## src/rtl/token_loader.sv

```systemverilog
// token_loader: byte-stream front end for the grouper.
// Accepts a valid/ready byte stream, writes it into the grouper input memory
// with separator runs collapsed to a single 0x00, appends the double-zero
// frame terminator, then resets and runs the grouper until it reports done.
module token_loader #(
    parameter int unsigned               ADDR_WIDTH = 4,
    parameter int unsigned               DATA_WIDTH = 8,
    parameter logic [DATA_WIDTH-1:0]     SEP        = 8'h20
) (
    input  logic                  clk,
    input  logic                  rst_n,
    input  logic                  in_valid,
    input  logic [DATA_WIDTH-1:0] in_data,
    input  logic                  in_last,
    output logic                  in_ready,
    output logic                  mem_we,
    output logic [ADDR_WIDTH-1:0] mem_addr,
    output logic [DATA_WIDTH-1:0] mem_wdata,
    output logic                  mem_own,
    output logic                  grp_rst_n,
    output logic                  grp_cs,
    input  logic                  grp_done,
    output logic                  done,
    output logic                  overflow
);

    localparam int unsigned DEPTH = 1 << ADDR_WIDTH;
    localparam int unsigned WA_W  = ADDR_WIDTH + 1;

    // Highest write address a data byte may take: leaves room for two terminators.
    localparam logic [WA_W-1:0] DATA_LIMIT = WA_W'(DEPTH - 3);
    // Highest write address a separator zero may take: leaves room for one terminator.
    localparam logic [WA_W-1:0] SEP_LIMIT  = WA_W'(DEPTH - 2);

    typedef enum logic [2:0] {
        LOAD = 3'd0,
        TERM = 3'd1,
        CLR  = 3'd2,
        RUN  = 3'd3,
        FIN  = 3'd4
    } state_t;

    state_t          state;
    logic [WA_W-1:0] wa;
    logic            prev_sep;
    logic            last_zero;

    logic            accept;
    logic            is_sep;
    logic            take_data;
    logic            take_sep;

    // Byte classification for the current handshake.
    always_comb begin
        accept    = in_valid & in_ready;
        is_sep    = (in_data == SEP) || (in_data == '0);
        take_data = !is_sep && (wa <= DATA_LIMIT);
        take_sep  = is_sep && !prev_sep && !overflow && (wa <= SEP_LIMIT);
    end

    // Frame FSM with registered memory-port and grouper-control outputs.
    always_ff @(posedge clk or negedge rst_n) begin
        if (!rst_n) begin
            state     <= LOAD;
            wa        <= '0;
            prev_sep  <= 1'b1;
            last_zero <= 1'b0;
            in_ready  <= 1'b1;
            mem_we    <= 1'b0;
            mem_addr  <= '0;
            mem_wdata <= '0;
            mem_own   <= 1'b1;
            grp_rst_n <= 1'b1;
            grp_cs    <= 1'b0;
            done      <= 1'b0;
            overflow  <= 1'b0;
        end else begin
            mem_we <= 1'b0;
            done   <= 1'b0;

            case (state)
                LOAD: begin
                    if (accept) begin
                        if (take_data) begin
                            mem_we    <= 1'b1;
                            mem_addr  <= wa[ADDR_WIDTH-1:0];
                            mem_wdata <= in_data;
                            wa        <= wa + WA_W'(1);
                            prev_sep  <= 1'b0;
                            last_zero <= 1'b0;
                        end else if (take_sep) begin
                            mem_we    <= 1'b1;
                            mem_addr  <= wa[ADDR_WIDTH-1:0];
                            mem_wdata <= '0;
                            wa        <= wa + WA_W'(1);
                            prev_sep  <= 1'b1;
                            last_zero <= 1'b1;
                        end else if (!is_sep) begin
                            overflow <= 1'b1;
                        end

                        if (in_last) begin
                            state    <= TERM;
                            in_ready <= 1'b0;
                        end
                    end
                end

                // One zero per cycle until the buffer ends in two zeros.
                TERM: begin
                    mem_we    <= 1'b1;
                    mem_addr  <= wa[ADDR_WIDTH-1:0];
                    mem_wdata <= '0;
                    wa        <= wa + WA_W'(1);
                    last_zero <= 1'b1;
                    if (last_zero) begin
                        state     <= CLR;
                        grp_rst_n <= 1'b0;
                        mem_own   <= 1'b0;
                    end
                end

                CLR: begin
                    state     <= RUN;
                    grp_rst_n <= 1'b1;
                    grp_cs    <= 1'b1;
                end

                RUN: begin
                    if (grp_done) begin
                        state  <= FIN;
                        grp_cs <= 1'b0;
                        done   <= 1'b1;
                    end
                end

                // Re-arm for the next frame.
                FIN: begin
                    state     <= LOAD;
                    in_ready  <= 1'b1;
                    mem_own   <= 1'b1;
                    wa        <= '0;
                    prev_sep  <= 1'b1;
                    last_zero <= 1'b0;
                    overflow  <= 1'b0;
                end

                default: begin
                    state     <= LOAD;
                    in_ready  <= 1'b1;
                    mem_own   <= 1'b1;
                    grp_rst_n <= 1'b1;
                    grp_cs    <= 1'b0;
                    wa        <= '0;
                    prev_sep  <= 1'b1;
                    last_zero <= 1'b0;
                    overflow  <= 1'b0;
                end
            endcase
        end
    end

endmodule

```

## config.mk

```make
export PLATFORM = sky130hd
export DESIGN_NAME = token_loader
export DESIGN_NICKNAME = d
export VERILOG_FILES = /design/src/rtl/token_loader.sv
export SDC_FILE = /design/constraint.sdc
export NUM_CORES = 1
export LEC_CHECK = 0
export ABC_AREA = 0
export CAP_MARGIN = 10
export CORE_ASPECT_RATIO = 1.25
export CORE_MARGIN = 4
export CORE_UTILIZATION = 35
export DETAILED_ROUTE_END_ITERATION = 10
export GPL_TIMING_DRIVEN = 0
export PLACE_DENSITY = 0.6
export SYNTH_ARGS = -nofsm -noshare
export SYNTH_HDL_FRONTEND = slang
export SYNTH_SLANG_ARGS = --single-unit
```

## constraint.sdc

```tcl
create_clock -name clk -period 2.35 [get_ports clk]
set_clock_uncertainty 0.15 [all_clocks]
set_input_delay 0.235 -clock clk [delete_from_list [all_inputs] [get_ports clk]]
set_output_delay 0.235 -clock clk [all_outputs]
set_load 0.05 [all_outputs]
```

# After elaboration in Yosys (flattened, before gate mapping)
# Index checks and enable logic that the tools add are counted.
# word_totals
word_cells	101
input_bits	13
ff_bits	29
output_inout_bits	19
# op_classes
magnitude_cmp	2
n_reduce_logical	25
n_eq_ne	13
add_sub_neg	1
muxes	41
bitwise_logic	6
# op_table
cell	n
8-bit 2-to-1 mux	3
1-bit 2-to-1 mux	16
8-bit one-hot mux with 2 select lines	1
5-bit 2-to-1 mux	3
5-bit one-hot mux with 3 select lines	1
2-bit inequality test (second input constant)	7
3-bit 2-to-1 mux	4
4-bit 2-to-1 mux	3
1-bit one-hot mux with 2 select lines	6
3-bit one-hot mux with 4 select lines	1
3-bit AND reduction	4
3-bit OR reduction	4
5-bit by 4-bit less-or-equal comparator with 1-bit output (second input constant)	2
8-bit by 6-bit equality test with 1-bit output (second input constant)	1
8-bit logical NOT	1
4-bit one-hot mux with 2 select lines	1
3-bit by 2-bit equality test with 1-bit output (second input constant)	2
1-bit one-hot mux with 3 select lines	2
2-bit AND reduction	3
5-bit by 1-bit adder with 5-bit output (second input constant)	1
1-bit NOT	5
5-bit AND reduction	1
1-bit logical AND	4
4-bit AND reduction	1
other kinds (9)	11

# Depth between registers and ports, before layout
# Gate-level depths: netlist of the first run.
# depth
ltp_word	9
ltp_mapped	8
depth_no_buf	8

# Worst setup path before layout of the first run
# Ideal clock, no wire load.
# synth_path
kind	reg-to-reg
from	reg wa[0]
to	reg mem_addr[1]
stages_incl_launch_ff	8
required_ps	2075
slack_ps	323
arrival_ps	1753
period_less_slack_ps	2027
path_buffers	0
cell_sequence	dfrtp_1 -> inv_1 -> ha_1 -> nand4b_1 -> and4b_2 -> a21o_4 -> o21ai_4 -> mux2_2
# synth_via
elab_chain_cells	5
word_cells_on_any_way	9
classes_between	order compare (2); eq/ne (1); mux (3); reduce/logical (3)
# synth_lines
element	line	source
start, declared	44	logic [WA_W-1:0] wa;
start signal, assigned	88	wa <= wa + WA_W'(1);
start signal, assigned	95	wa <= wa + WA_W'(1);
start signal, assigned	114	wa <= wa + WA_W'(1);
5-bit by 4-bit less-or-equal comparator with 1-bit output	57	take_data = !is_sep && (wa <= DATA_LIMIT);
1-bit logical AND	57	
4-bit 2-to-1 mux	84	if (take_data) begin
4-bit 2-to-1 mux	83	if (accept) begin
4-bit one-hot mux with 2 select lines	81	case (state)
end signal, assigned	86	mem_addr <= wa[ADDR_WIDTH-1:0];
end signal, assigned	93	mem_addr <= wa[ADDR_WIDTH-1:0];
end signal, assigned	112	mem_addr <= wa[ADDR_WIDTH-1:0];
end, declared	17	output logic [ADDR_WIDTH-1:0] mem_addr,
# Parallel ways exist; a longest one is shown, timed or not. The select of a mux whose other input is x is not followed.
# A chain may end at the register's enable or synchronous reset.

# Worst setup path after layout of the first run
# Same ends and word-level chain as after synthesis.

==> flow_summary.toml, run 1 <==
[critical_path]
crit_fanout = 6
reg2reg_to = "mem_addr[1]$_DFFE_PN0P_"
critPathKind = "reg2reg"
reg2regPathDepth = 7
cp.required_ps = 2370
timing.rr.start = "wa[0]$_DFFE_PN0P_"
cp-end-kind = "flip-flop"
critPathLaunchType = "flip-flop"
worstPathArrival_ps = 2250
reg2reg_slack_ps = 120

[final_layout]
nets = 198
utilization_pct = 49.9
area_delta_synth_final_pct = 34.4
final_layout_size_suffix_gt1_share_pct = 15.3
antenna_cells = 0

[routing]
viasPerCell = 4.88
ant_nets = 0
drtIter0Drc = 18
wl_per_cell_um = 13.6
dr.pass1.iters = 4
drc = 0
finalWirelength_um = 3230
num_vias = 1157

[logic_synthesis]
synth_area_leaders = "dfrtp_1 44%, dfstp_2 7.4%, mux2i_1 5.6%"
yosysTopAreaCellShare_pct = 43.8
synthCells = 143
synth_edf_count = 0
synth-xor-area-share_pct = 0
yosysTopAreaCell = "dfrtp_1"
synth_top_family_by_area = "simple AND/OR/NAND/NOR gates"
synth_cell_types = 35
synth_compound_area_share_pct = 14.3
ys_ff_latch = 29
yosysWarnings = 0
synthSimpleGateAreaFrac_pct = 16.0
synthAdderAreaFrac_pct = 2.63
synth_ff_type = "dfrtp_1"
yosysSeqAreaShare_pct = 51.1
avgSynthCellArea_um2 = 9.99
synth_commonest_cells = "25 x dfrtp_1, 21 x nand2_1, 15 x inv_1, 14 x nor2_1, 8 x mux2i_1"
yosysMostFrequentCell = "dfrtp_1"
muxShareOfSynthArea_pct = 10.3
synthArstFlopShare_pct = 100
synth_area_um2 = 1430
syn_nets = 159

[global_route]
grt_pass1_vias = 1198
overflow = 0
antenna_found_initial = 0
grt.total_usage_pct = 14.0
grt_pass1_wl_um = 5540
grt_max_degree = 16

[floorplan]
rows = 25
core_um2 = 3850
start_util_pct = 37.1
dieArea_um2 = 5180
die_y_um = 79.4
die_x_um = 65.2
ios = 32

[clock_tree]
hold_buffers = 0
cts.sinks = 29
cts_buffer_depth = 2
cts_root_buf = "clkbuf_8"
clkLatencyLatePin_ps = 290
h-tree-depth = 2
cts_buffers = 5
cts_tree = "done"
clk_pin_slew_worst_paths_ps = 70

[power]
power.total_mw = 3.11
p_per_area_nw_per_um2 = 1620
vdd.ir_drop.worst_mv = 0.749
power_leakage_nw = 0.871
p_clk_share_pct = 13.0
switchingPower_mw = 1.47
power_frac_seq_pct = 29.3
switching_share_pct = 47.4
p_int_mw = 1.63
pwr-share-comb_pct = 57.7

[timing]
relSlewSlack_pct = 47.5
tightest_slew_ps = 784
setup_ws_ps = 124
drv_slew = 0
hold_viol_final = 0
finalSetupViolCount = 0
finalCritPeriodShare_pct = 94.7
fmax_mhz = 449
fin_crit_ps = 2230
grt_setup_unrepaired = "no"

[placement]
portBuffers = 31
hpwl_um = 2410
gp_congestion = 0.847
preCtsSetupSlack_ps = -245

[status]
status = "finished clean"

[hold_path]
min_path_type = "in2async"

[job]
cap_violations = 0
-- how the worst max path moves through the flow --
stage | start | endpoint | slack, ps | depth (start not counted)
6_report | wa[0]$_DFFE_PN0P_ | mem_addr[1]$_DFFE_PN0P_ | 120 | 7
5_1_grt | wa[0]$_DFFE_PN0P_ | wa[3]$_DFFE_PN0P_ | 30 | 7
4_1_cts | in_data[4] | wa[1]$_DFFE_PN0P_ | 60 | 6
3_5_place_dp | in_data[4] | wa[1]$_DFFE_PN0P_ | -250 | 6
3_3_place_gp | in_data[2] | wa[1]$_DFFE_PN0P_ | -230 | 6
2_1_floorplan | wa[0]$_DFFE_PN0P_ | mem_addr[1]$_DFFE_PN0P_ | 320 | 7
-- routing by layer --
metal	wire length (um)	share of wire, %	GRT usage, %	vias up
met1	1310	41	16.9	553
met4	45	1.4	5.39	0
met3	227	7.0	5.35	5
met2	1640	51	22.6	37
met5	0	0	0	-
li1	-	-	-	562
-- kinds of logic (layout without fill, tap and decap cells) --
group | after synthesis | in the layout
flops | 29 | 29
simple gates | 49 | 49
mux | 14 | 14
buf+inv | 20 | 60
fa+ha+maj | 3 | 3
compound gates | 28 | 28
-- layout make-up --
class | count | area (um2)
Fill cell | 390 | 1930
Sequential cell | 29 | 731
Multi-Input combinational cell | 94 | 622
Timing Repair Buffer | 32 | 338
Clock buffer | 6 | 72.6
Tap cell | 54 | 67.6
Inverter | 16 | 62.6
Buffer | 4 | 17.5
Clock inverter | 2 | 10.0
-- state kept, by name (all words and copies together) (netlist names) --
register   cells
prev_sep       1
mem_own        1
wa             5
overflow       1
mem_addr       4
last_zero      1
grp_rst_n      1
grp_cs         1
state          3
mem_wdata      8
in_ready       1
mem_we         1
done           1
-- power by group through the flow --
| stage | clock (mW) | sequential (mW) | combinational, mW |
|---|---|---|---|
| finish | 0.403 | 0.911 | 1.79 |
| global route | 0.435 | 0.947 | 1.95 |
| CTS | 0.420 | 0.915 | 1.81 |
| detailed placement | 0 | 0.917 | 1.80 |
| global placement | 0 | 0.910 | 1.78 |
| floorplan | 0 | 1.41 | 0.779 |
-- through the flow --
| step | instance area, um2 | cells | setup TNS [ps] | hold WS (ps) |
|---|---|---|---|---|
| finish | 1920 | 237 | 0 | 256 |
| global route | 1920 | 237 | 0 | 320 |
| CTS | 1920 | 237 | 0 | 276 |
| detailed placement | 1830 | 229 | -1480 | 321 |
| global placement | 1810 | 228 | -1230 | 303 |
| floorplan | 1430 | 143 | 0 | -211 |
-- layout by cell type (no fill, tap or decap), types with 2 or more instances in the layout --
cell	count
clkdlybuf4s50_1	31
nor2_1	14
ha_1	3
a21oi_1	5
buf_2	2
inv_1	15
mux2i_1	8
dfrtp_1	25
dfstp_2	4
clkbuf_1	2
clkinv_2	2
nand3_1	2
nand2_1	21
mux2_2	6
clkbuf_8	5
o21a_1	2
nor3_1	4
a31oi_1	2
or4_1	2
a211o_1	2
o21ai_0	7
-- what timing repair did --
action | CTS | global route
gates resized for setup | 0 | 1
setup endpoints to repair | 0 | 1
setup buffers | 0 | 0
-- worst max-delay path, cell delays in order (launching register included) --
cell and delay, ps:
dfrtp_1 430, inv_1 90, ha_1 190, nand4b_1 200
and4b_2 290, a21o_4 210, o21ai_4 200, mux2_2 360
(Power assumes the default switching activity.)
==> run 2: changes to the inputs <==
==> constraint.sdc (replaced) <==
create_clock -name clk -period 2.1 [get_ports clk]
set_clock_uncertainty 0.15 [all_clocks]
set_input_delay 0.21 -clock clk [delete_from_list [all_inputs] [get_ports clk]]
set_output_delay 0.21 -clock clk [all_outputs]
set_load 0.05 [all_outputs]
==> run 2 against run 1 <==
  * The run now ends with negative setup slack left
  * Cell area grew 5.5%
  * Hold slack lost 75 ps
  * Die area is the same
  * Utilization grew 2.8 points
  * Final cell count grew 4.2%
  * Flip-flop and latch count is the same
  * Sequential share of layout area shrank 1.9 points
  * Via count grew 4.4%
  * Critical path depth is the same
  * Register-to-register slack lost 170 ps
  * Setup slack lost 170 ps
  * Clock power grew 11%
  * Largest power group unchanged
==> flow_summary.toml, run 2 (synthesized netlist as in run 1, its figures left out) <==
[routing]
wl_per_cell_um = 14.2
viasPerCell = 4.89
dr.pass1.iters = 4
drc = 0
drtIter0Drc = 28
ant_nets = 0
num_vias = 1208
finalWirelength_um = 3520

[timing]
fmax_mhz = 466
fin_crit_ps = 2140
relSlewSlack_pct = 47.2
setup_ws_ps = -43.8
setup_tns_ps = -157
finalCritPeriodShare_pct = 102
finalSetupViolCount = 6
hold_viol_final = 0
tightest_slew_ps = 790
drv_slew = 0
grt_setup_unrepaired = "yes"

[final_layout]
final_common_cell = "clkdlybuf4s50_1"
area_delta_synth_final_pct = 41.9
antenna_cells = 0
most-common-layout-cells = "29 x clkdlybuf4s50_1, 24 x dfrtp_1, 21 x nand2_1"
utilization_pct = 52.7
nFillCells = 378
regMostFlops = "mem_wdata"
final_layout_size_suffix_gt1_share_pct = 22.3
reg.largest.list = "mem_wdata: 8 flops, wa: 5 flops, mem_addr: 4 flops"
largest_reg_flops = 8
nets = 208

[critical_path]
cp-end-kind = "flip-flop"
critPathLaunchType = "flip-flop"
worstPathArrival_ps = 2160
cp.required_ps = 2120
critPathKind = "reg2reg"
crit_fanout = 4

[clock_tree]
cts_root_buf = "clkbuf_8"
cts_buffers = 5
clk_pin_slew_worst_paths_ps = 60
clkLatencyLatePin_ps = 280
cts_buffer_depth = 2
cts_tree = "done"
cts.sinks = 29
hold_buffers = 0
h-tree-depth = 2

[floorplan]
die_x_um = 65.2
ios = 32
core_um2 = 3850
start_util_pct = 37.1
rows = 25
die_y_um = 79.4
dieArea_um2 = 5180

[global_route]
overflow = 0
grt.total_usage_pct = 15.1
grtUsageMet1_pct = 17.5
grtUsageMet2_pct = 25.4
grt_use_met3_pct = 5.21
grt_pass1_vias = 1314
antenna_found_initial = 0
grt_pass1_wl_um = 5970
grt.busiest_layer = "met2"
grt_max_degree = 16

[placement]
gp_congestion = 0.847
preCtsSetupSlack_ps = -470
hpwl_um = 2410
portBuffers = 31

[hold_path]
min_path_type = "in2reg"

[power]
p_per_area_nw_per_um2 = 1840
power_frac_seq_pct = 27.2
pwr-share-comb_pct = 60.8
power_leakage_nw = 0.943
p_int_mw = 2.01
switching_share_pct = 46.2
p_clk_share_pct = 12.0
switchingPower_mw = 1.73
vdd.ir_drop.worst_mv = 0.942
power.total_mw = 3.73

[status]
status = "complete, but fails checks"
failed_checks = "negative setup slack"

[job]
cap_violations = 0
## run 2: changes by cell type in the layout (fill, tap and decap cells not counted), sizes merged
| cell | change |
|---|---|
| dlygate4sd2 | +2 |
| clkdlybuf4s50 | -2 |
| buf | +10 |
## run 2: worst paths after layout
kind	start	end	slack, ps	cells past startpoint
min in group asynchronous	rst_n	mem_addr[3]$_DFFE_PN0P_	240	1
setup reg to reg	wa[0]$_DFFE_PN0P_	mem_addr[2]$_DFFE_PN0P_	-40	7
max in group asynchronous	rst_n	in_ready$_DFFE_PN1P_	940	2
setup / recovery	wa[0]$_DFFE_PN0P_	mem_addr[2]$_DFFE_PN0P_	-40	7
hold reg to reg	in_ready$_DFFE_PN1P_	in_ready$_DFFE_PN1P_	330	2
hold / removal	in_data[6]	mem_wdata[6]$_DFFE_PN0P_	180	3
## run 2: metrics by stage
| stage | instance area [um2] | cells | hold slack (ps) |
|---|---|---|---|
| after floorplan | 1430 | 143 | -236 |
| after CTS | 2030 | 249 | 171 |
| final | 2030 | 247 | 180 |
| after global placement | 1810 | 228 | 303 |
| after global routing | 2030 | 247 | 208 |
| after detailed placement | 1830 | 229 | 321 |
## run 2: layout make-up
class	count	area, um2	share of cell area (%)
tap	54	67.6	3.33
buffer	3	13.8	0.679
multi-input combinational	94	647	31.9
clock buffer	6	72.6	3.58
clock inverter	2	10.0	0.494
timing repair buffer	43	422	20.8
inverter	16	62.6	3.09
sequential	29	732	36.1
## run 2: layer usage
| layer | vias up | routed length [um] |
|---|---|---|
| li1 | 581 | - |
| met3 | 10 | 225 |
| met4 | 0 | 87 |
| met2 | 37 | 1770 |
| met1 | 580 | 1440 |
| met5 | - | 0 |
## run 2: critical path, cell delays in order (launching register included)
cell,delay (ps)
dfrtp_1,420
inv_2,60
ha_2,160
nand4b_1,190
and4b_2,290
a21o_4,210
o21ai_4,230
mux2_4,330
## run 2: power groups by stage
stage / registers (mW) / logic (mW) / clock network (mW)
3_5_place_dp: 1.03 / 2.02 / 0
5_1_grt: 1.06 / 2.44 / 0.486
2_1_floorplan: 1.58 / 0.871 / 0
4_1_cts: 1.01 / 2.25 / 0.470
6_report: 1.02 / 2.27 / 0.447
3_3_place_gp: 1.02 / 1.99 / 0
## run 2: what timing repair did
item / CTS / global route
gates cloned: 0 / 0
setup endpoints to repair: 17 / 18
pin swaps: 4 / 1
setup buffers: 12 / 1
gates resized for setup: 11 / 4
==> run 3: changes to the inputs <==
--- a/config.mk
+++ b/config.mk
@@ -9,10 +9,10 @@
 export CAP_MARGIN = 10
 export CORE_ASPECT_RATIO = 1.25
 export CORE_MARGIN = 4
-export CORE_UTILIZATION = 35
+export CORE_UTILIZATION = 49
 export DETAILED_ROUTE_END_ITERATION = 10
 export GPL_TIMING_DRIVEN = 0
-export PLACE_DENSITY = 0.6
+export PLACE_DENSITY = 0.79
 export SYNTH_ARGS = -nofsm -noshare
 export SYNTH_HDL_FRONTEND = slang
 export SYNTH_SLANG_ARGS = --single-unit
==> run 3 against run 2 <==
  * The flow still finishes with violations (negative setup slack)
  * Power is 5.0% higher
  * Fmax grew 0.73%
  * Flip-flop and latch count is the same
  * Via count up 5.5%
  * Routed wire length up 1.1%
  * Critical endpoint is now wa[1]$_DFFE_PN0P_
  * Largest power group unchanged
==> flow_summary.toml, run 3 (synthesized netlist as in run 1, its figures left out) <==
[critical_path]
crit_slowest_cell = "or4_4"
reg2reg_to = "mem_addr[1]$_DFFE_PN0P_"
critPathLaunchType = "input pin"
cp_num_buf_inv = 1
crit_fanout = 4
cp.required_ps = 2180
timing.rr.start = "wa[0]$_DFFE_PN0P_"
worstPathArrival_ps = 2210
critPathKind = "in2reg"
crit_family = "simple AND/OR/NAND/NOR gates"
cp.depth = 6
critPathLaunch = "in_data[7]"
critPathCapture = "wa[1]$_DFFE_PN0P_"
max_stage_delay_ps = 550
reg2reg_slack_ps = -20
cp-end-kind = "flip-flop"
reg2regPathDepth = 8
path_cells = "clkdlybuf4s50_1 > or4_4 > and4b_2 > a21oi_1 > a21oi_2 > mux2_4"

[clock_tree]
cts.sinks = 29
cts_tree = "done"
h-tree-depth = 2
clkLatencyLatePin_ps = 340
cts_root_buf = "clkbuf_4"
cts_buffer_depth = 2
clk_pin_slew_worst_paths_ps = 100
cts_buffers = 5

[routing]
dr.pass1.iters = 4
drtIter0Drc = 40
finalWirelength_um = 3560
viasPerCell = 5.47
drc = 0
ant_nets = 0
wl_per_cell_um = 15.3
num_vias = 1274

[timing]
grt_setup_unrepaired = "yes"
relSlewSlack_pct = 58.0
drv_slew = 0
fmax_mhz = 470
finalCritPeriodShare_pct = 101
holdWs_ps = 258
finalSetupViolCount = 5
setup_ws_ps = -28.2
tightest_slew_ps = 630
fin_crit_ps = 2130
hold_viol_final = 0

[floorplan]
die_y_um = 68.4
ios = 32
core_um2 = 2730
dieArea_um2 = 3850
rows = 21
die_x_um = 56.3
start_util_pct = 52.3

[final_layout]
multi_input_comb_area_um2 = 656
nFillCells = 196
nets = 214
largest_reg_flops = 8
antenna_cells = 0
final_common_cell = "clkdlybuf4s50_1"
area_delta_synth_final_pct = 43.0
utilization_pct = 74.8
reg.largest.list = "mem_wdata: 8 flops, wa: 5 flops, mem_addr: 4 flops"
register_area_um2 = 734
regMostFlops = "mem_wdata"
final_layout_size_suffix_gt1_share_pct = 26.6
most-common-layout-cells = "29 x clkdlybuf4s50_1, 22 x dfrtp_1, 21 x nand2_1"

[placement]
portBuffers = 31
preCtsSetupSlack_ps = -454
hpwl_um = 2270
gp_congestion = 0.907

[global_route]
overflow = 0
antenna_found_initial = 0
grt_pass1_vias = 1307
grt.total_usage_pct = 19.9
grt_max_degree = 30
grt_pass1_wl_um = 5810

[power]
vdd.ir_drop.worst_mv = 1.25
power.total_mw = 3.92
p_per_area_nw_per_um2 = 1920
power_leakage_nw = 0.968

[status]
failed_checks = "negative setup slack"
status = "complete, but fails checks"

[hold_path]
min_path_type = "in2async"

[job]
cap_violations = 0
## run 3: worst reg2reg max path, cell delays in order, from the launching register on
cell	delay, ps
dfrtp_2	420
inv_2	60
ha_2	160
nand4b_1	150
and4b_2	270
a21o_4	210
o21ai_4	140
buf_6	150
mux2_4	300
## run 3: routing by layer
layer / track usage, % / wire [um] / part of all wire (%) / vias to the layer above
met5: 0 / 0 / 0 / -
met4: 8.90 / 85 / 2.4 / 0
met3: 7.74 / 269 / 7.6 / 11
met2: 33.9 / 1830 / 51 / 50
met1: 22.2 / 1370 / 39 / 612
li1: - / - / - / 601
## run 3: timing repair
action,4_1_cts,5_1_grt
gates resized for setup,9,10
setup buffers,13,3
endpoints found under the setup margin,13,19
hold endpoints to repair,0,25
pin swaps,4,4
hold buffers,0,1
cloned,0,1
## run 3: stage by stage
step | cells | TNS (ps) | instance area [um2]
CTS | 229 | 0 | 1990
floorplan | 143 | 0 | 1430
finish | 233 | -110 | 2040
global placement | 208 | -5810 | 1780
detailed placement | 208 | -6520 | 1780
global route | 233 | -235 | 2040
## run 3: cell type report
| cell class | count | area share, % |
|---|---|---|
| Buffer | 3 | 0.674 |
| Tap cell | 34 | 2.08 |
| Inverter | 16 | 3.18 |
| Clock inverter | 1 | 1.47 |
| Multi-Input combinational cell | 94 | 32.1 |
| Timing Repair inverter | 1 | 0.245 |
| Sequential cell | 29 | 35.9 |
| Clock buffer | 7 | 2.69 |
| Timing Repair Buffer | 48 | 21.6 |
## run 3: worst min path at each step
stage,from,endpoint,slack [ps],cells after the start
floorplan,rst_n,done$_DFF_PN0_,-240,0
finish,rst_n,mem_wdata[2]$_DFFE_PN0P_,260,2
global route,in_data[5],mem_wdata[5]$_DFFE_PN0P_,260,3
CTS,in_data[5],mem_wdata[5]$_DFFE_PN0P_,260,3
global placement,mem_own$_DFFE_PN1P_,mem_own$_DFFE_PN1P_,300,2
detailed placement,in_ready$_DFFE_PN1P_,in_ready$_DFFE_PN1P_,320,2
## run 3: power by group
| part | switching, mW | total [mW] | internal, mW |
|---|---|---|---|
| logic | 1.40 | 2.40 | 1.00 |
| registers | 0.174 | 1.02 | 0.848 |
| clock network | 0.209 | 0.493 | 0.284 |
